===== src/rtl/alu_seq_core.sv =====
// ============================================================================
//  Module   : alu_seq_core
//  Purpose  : Registered WIDTH-bit ALU with valid/ready handshake; single-cycle
//             ADD/SUB/NEG/logic ops and a WIDTH-cycle shift-add unsigned MUL.
//  Revision : 1.0  initial release
// ============================================================================
`default_nettype none

module alu_seq_core #(
   parameter int WIDTH = 4
) (
   input  logic               clk,
   input  logic               rst_n,
   input  logic               in_valid,
   output logic               in_ready,
   input  logic [2:0]         op,
   input  logic [WIDTH-1:0]   a,
   input  logic [WIDTH-1:0]   b,
   output logic               out_valid,
   input  logic               out_ready,
   output logic [2*WIDTH-1:0] result,
   output logic [3:0]         flags
);

   localparam int                 c_cnt_w    = (WIDTH > 1) ? $clog2(WIDTH) : 1;
   localparam logic [c_cnt_w-1:0] c_cnt_last = c_cnt_w'(WIDTH - 1);
   localparam logic [WIDTH-1:0]   c_min_neg  = {1'b1, {(WIDTH-1){1'b0}}};

   localparam logic [2:0] c_op_add  = 3'd0;
   localparam logic [2:0] c_op_sub  = 3'd1;
   localparam logic [2:0] c_op_nega = 3'd2;
   localparam logic [2:0] c_op_negb = 3'd3;
   localparam logic [2:0] c_op_and  = 3'd4;
   localparam logic [2:0] c_op_or   = 3'd5;
   localparam logic [2:0] c_op_xor  = 3'd6;
   localparam logic [2:0] c_op_mul  = 3'd7;

   typedef enum logic [1:0] {
      S_IDLE = 2'd0,
      S_MUL  = 2'd1,
      S_DONE = 2'd2
   } state_t;

   state_t               r_state;
   state_t               w_state_next;
   logic                 r_in_ready;
   logic                 w_accept;

   logic [2*WIDTH-1:0]   r_mcand;
   logic [WIDTH-1:0]     r_mplier;
   logic [2*WIDTH-1:0]   r_acc;
   logic [c_cnt_w-1:0]   r_cnt;
   logic [2*WIDTH-1:0]   w_acc_next;
   logic                 w_mul_last;
   logic [3:0]           w_mul_flags;

   logic [2*WIDTH-1:0]   r_result;
   logic [3:0]           r_flags;

   logic [WIDTH:0]       w_sum;
   logic [WIDTH:0]       w_diff;
   logic [WIDTH-1:0]     w_alu_res;
   logic                 w_alu_c;
   logic                 w_alu_v;
   logic [3:0]           w_alu_flags;

   // Single-cycle datapath; evaluated only on the accept edge
   always_comb begin
      w_sum     = {1'b0, a} + {1'b0, b};
      w_diff    = {1'b0, a} - {1'b0, b};
      w_alu_res = '0;
      w_alu_c   = 1'b0;
      w_alu_v   = 1'b0;
      case (op)
         c_op_add: begin
            w_alu_res = w_sum[WIDTH-1:0];
            w_alu_c   = w_sum[WIDTH];
            w_alu_v   = (a[WIDTH-1] == b[WIDTH-1]) && (w_sum[WIDTH-1] != a[WIDTH-1]);
         end
         c_op_sub: begin
            w_alu_res = w_diff[WIDTH-1:0];
            w_alu_c   = w_diff[WIDTH];
            w_alu_v   = (a[WIDTH-1] != b[WIDTH-1]) && (w_diff[WIDTH-1] != a[WIDTH-1]);
         end
         c_op_nega: begin
            w_alu_res = (~a) + WIDTH'(1);
            w_alu_v   = (a == c_min_neg);
         end
         c_op_negb: begin
            w_alu_res = (~b) + WIDTH'(1);
            w_alu_v   = (b == c_min_neg);
         end
         c_op_and: w_alu_res = a & b;
         c_op_or:  w_alu_res = a | b;
         c_op_xor: w_alu_res = a ^ b;
         default:  w_alu_res = '0;
      endcase
      w_alu_flags = {w_alu_c, w_alu_v, w_alu_res[WIDTH-1], ~|w_alu_res};
   end

   // One shift-add step per MUL cycle, multiplier consumed LSB first
   always_comb begin
      w_acc_next  = r_mplier[0] ? (r_acc + r_mcand) : r_acc;
      w_mul_last  = (r_state == S_MUL) && (r_cnt == c_cnt_last);
      w_mul_flags = {2'b00, w_acc_next[2*WIDTH-1], ~|w_acc_next};
   end

   always_comb begin
      w_accept     = in_valid & r_in_ready;
      w_state_next = r_state;
      case (r_state)
         S_IDLE: begin
            if (w_accept) begin
               w_state_next = (op == c_op_mul) ? S_MUL : S_DONE;
            end
         end
         S_MUL: begin
            if (r_cnt == c_cnt_last) begin
               w_state_next = S_DONE;
            end
         end
         S_DONE: begin
            if (out_ready) begin
               w_state_next = S_IDLE;
            end
         end
         default: w_state_next = S_IDLE;
      endcase
   end

   always_ff @(posedge clk or negedge rst_n) begin
      if (!rst_n) begin
         r_state    <= S_IDLE;
         r_in_ready <= 1'b0;
         r_mcand    <= '0;
         r_mplier   <= '0;
         r_acc      <= '0;
         r_cnt      <= '0;
         r_result   <= '0;
         r_flags    <= '0;
      end else begin
         r_state    <= w_state_next;
         // Registered so ready stays low through reset and rises one edge after release
         r_in_ready <= (w_state_next == S_IDLE);
         if (w_accept) begin
            if (op == c_op_mul) begin
               r_mcand  <= {{WIDTH{1'b0}}, a};
               r_mplier <= b;
               r_acc    <= '0;
               r_cnt    <= '0;
            end else begin
               r_result <= {{WIDTH{1'b0}}, w_alu_res};
               r_flags  <= w_alu_flags;
            end
         end else if (r_state == S_MUL) begin
            r_acc    <= w_acc_next;
            r_mcand  <= r_mcand << 1;
            r_mplier <= r_mplier >> 1;
            r_cnt    <= r_cnt + c_cnt_w'(1);
            if (w_mul_last) begin
               r_result <= w_acc_next;
               r_flags  <= w_mul_flags;
            end
         end
      end
   end

   assign in_ready  = r_in_ready;
   assign out_valid = (r_state == S_DONE);
   assign result    = r_result;
   assign flags     = r_flags;

endmodule

`default_nettype wire


===== config.mk =====
export PLATFORM = sky130hd
export DESIGN_NAME = alu_seq_core
export DESIGN_NICKNAME = d
export VERILOG_FILES = /design/src/rtl/alu_seq_core.sv
export SDC_FILE = /design/constraint.sdc
export NUM_CORES = 1
export LEC_CHECK = 0
export ABC_AREA = 1
export CAP_MARGIN = 20
export CORE_MARGIN = 3
export CORE_UTILIZATION = 52
export DETAILED_ROUTE_END_ITERATION = 12
export PLACE_DENSITY_LB_ADDON = 0.08
export SYNTH_ARGS = -nofsm -noshare
export SYNTH_HDL_FRONTEND = slang
export SYNTH_SLANG_ARGS = --single-unit

===== constraint.sdc =====
create_clock -name clk -period 1.9 [get_ports clk]
set_input_delay 0.19 -clock clk [delete_from_list [all_inputs] [get_ports clk]]
set_output_delay 0.19 -clock clk [all_outputs]
set_load 0.02 [all_outputs]

==> qor.csv <==
metric,value,unit
outcome,"finished, violations left",
violations,negative setup slack,
min-delay-start,a[1],
clock_path_buffers,2,
fin_crit,1.99,ns
synth-seq-cells,37,
root_buffer,clkbuf_8,
cts_max_level,2,
place_hpwl,5.98,mm
fin_setup_tns,-0.0902,ns
dieWidth,80,µm
async_reset_ff_share,100,%
rr_endpoint,flags[0]$_DFFE_PN0P_,
fp-row-count,26,
worstSetupStartpoint,r_mcand[0]$_DFFE_PN0P_,
final-hold-violation-count,0,
p_leak,2.01,nW
dp.cells,554,
area_growth,34.4,%
cp.arrival,2.21,ns
drc_errors,0,
fillers,458,
hold_class,primary input to flip-flop,
clk_pin_slew_worst_paths,0.07,ns
grt_pass1_vias,2800,
cp_common_cell,nor2_1,
rrSetupSlack,-0.09,ns
p_per_area,1140,nW/µm²
slew_headroom,63.1,%
port_buffers,28,
whs_path_depth,4,
max_freq,502,MHz
drtPass1Iterations,5,
cts_sinks,37,
grt_overflow,0,
skew,0.00526,ns
critPathRequiredTime,2.12,ns
groute.usage.overall,25.1,%
critPathKind,flip-flop to flip-flop,
start_util,54.7,%
synth-edff-count,0,
dr_total_vias,2926,
fin_ws,-0.0902,ns
critical_path_buf_inv_count,1,
syn_inst,405,
rsz0062_at_grt,yes,
path_cells,ha_2 > fa_2 > inv_1 > nand2_1 > nand2_2 > nand3_2 > nor2_2 > nand3_1 > nor2_1 > nand3_1 > nor2_1 > nor2_1 > nor2_1,
drt-initial-drc-count,161,
die_y,80,µm
wl_per_cell,13.2,µm
setup_violations,1,
top_layer,met4,
gp_congestion,0.934,
irDropWorstVdd,0.000799,V
clk_latency,0.29,ns
tightest_slew,0.546,ns
wl,7.45,mm
viasPerCell,5.19,
fin_util,73.6,%
grt_max_degree,38,
slew_violations,0,
fin_crit_sh,105,%
drtAntennaViolNets,0,
cts_buffers,5,
core_area,5200,µm²
wl_met2,3.47,mm
antenna_cells,0,
instances_no_fill,564,
grt_pass1_wl,12.6,mm
yosysWarnings,0,
synthesis.nets,444,
crit_fanout,2,
rr_startpoint,r_mcand[0]$_DFFE_PN0P_,
grt_antenna_before_repair,0,
hold_end,r_mcand[1]$_DFFE_PN0P_,
die-area,6400,µm²
syn_area_per_cell,7.03,µm²
drive_gt1_share,24.5,%
max_cap_violations,0,
synthFlopType,dfrtp_1,
io_pins,29,
power,4.38,mW
slowest_delay,0.40,ns
cts_tree,done,
ys_seq_area_share,32.5,%
worstSetupEndpointType,flip-flop,
syn_area,2850,µm²
critPathLaunchType,flip-flop,
cpMaxStageDelayCell,fa_2,
layout.nets,533,
r2r_cells,13,
synth.distinct_cells,35,
wl_met1,3.58,mm
critical_path.top_delay_family,simple AND/OR/NAND/NOR gates,
route.met3.wl,293,µm
[sequential cells by signal (all words and copies together), names as in the netlist]
name,count
r_cnt,2
flags,4
r_mcand,8
r_acc,8
r_state,2
in_ready,1
r_mplier,4
result,8
[worst max-delay path by stage]
stage / to / slack [ns] / cells after the start
CTS: flags[0]$_DFFE_PN0P_ / -0.12 / 13
finish: flags[0]$_DFFE_PN0P_ / -0.09 / 13
global placement: flags[0]$_DFFE_PN0P_ / -0.32 / 15
detailed placement: flags[0]$_DFFE_PN0P_ / -0.40 / 15
global route: flags[0]$_DFFE_PN0P_ / -0.22 / 14
floorplan: flags[0]$_DFFE_PN0P_ / 0.09 / 13
[where the power goes]
part	switching (mW)	internal (mW)	total (mW)
Sequential	0.242	1.09	1.33
Clock	0.274	0.287	0.561
Combinational	1.41	1.07	2.48
[cells by family after synthesis]
kind of cell,after synthesis,synth area share [%]
flops,37,32.5
simple gates,227,35.0
xor+xnor,3,0.923
compound gates,48,9.93
fa+ha+maj,24,11.3
buf+inv,66,10.3
[through the flow]
| step | worst slack (ns) | area [µm²] | hold slack (ns) |
|---|---|---|---|
| floorplan | 0.0939 | 2850 | -0.106 |
| global placement | -0.323 | 3610 | 0.256 |
| detailed placement | -0.404 | 3610 | 0.258 |
| CTS | -0.125 | 3740 | 0.484 |
| global route | -0.218 | 3830 | 0.390 |
| finish | -0.0902 | 3830 | 0.375 |
[cell usage after synthesis (5+ instances only)]
library cell    n  share of area, %
a31oi_1         6               1.3
inv_1          47               6.2
a21oi_1         7               1.2
ha_1           21               9.2
nand2_2         6               1.3
nand2_1       130                17
nand3_1        36               6.3
o21ai_0        19               3.3
nor2_2          5               1.1
nor2_1         34               4.5
dfrtp_1        37                33
nand4_1         7               1.5
inv_2           5              0.66
[placed cells by master (no fill, tap or decap), types with 3 or more instances in the layout]
master             n
ha_2               4
buf_4             62
o22ai_1            3
ha_1              15
a21oi_2            3
dlymetal6s2s_1     4
dfrtp_1           37
nand2_4            3
o21ai_0           16
nand2_1          126
xor2_1             3
o211ai_1           3
o21ai_1            5
inv_1             45
nand4_1            7
inv_2              7
nor2_1            30
inv_4              3
a31oi_1            6
nand2_2            9
clkbuf_8           6
nand3_1           34
a21oi_1            4
nor2_2             9
clkdlybuf4s50_1   23
[routing by layer]
| metal | vias to the layer above | GRT usage (%) |
|---|---|---|
| li1 | 1479 | - |
| met1 | 1374 | 34.9 |
| met2 | 56 | 41.3 |
| met3 | 17 | 3.84 |
| met4 | 0 | 5.41 |
| met5 | - | 0 |
[worst reg2reg max path, cell delays in order, from the launching register on]
cell and delay [ns]:
dfrtp_1 0.39, ha_2 0.21, fa_2 0.40, inv_1 0.07, nand2_1 0.06, nand2_2 0.09, nand3_2 0.07, nor2_2 0.09
nand3_1 0.07, nor2_1 0.13, nand3_1 0.09, nor2_1 0.13, nor2_1 0.06, nor2_1 0.07
[what timing repair did]
action                     in CTS  in global routing
buffers inserted                1                  1
setup endpoints to repair       4                 10
cloned                          0                  0
hold endpoints to repair       37                  0
hold buffers                    1                  0
pin swaps                       2                  4
resized for setup               6                 28
[layout make-up]
cell class,count,area [µm²],area share [%]
Clock buffer,6,82.6,2.16
Inverter,55,214,5.59
Sequential cell,37,926,24.2
Timing Repair Buffer,93,792,20.7
Multi-Input combinational cell,302,1720,44.9
Clock inverter,1,7.51,0.196
Tap cell,70,87.6,2.29
(Power assumes the default switching activity.)
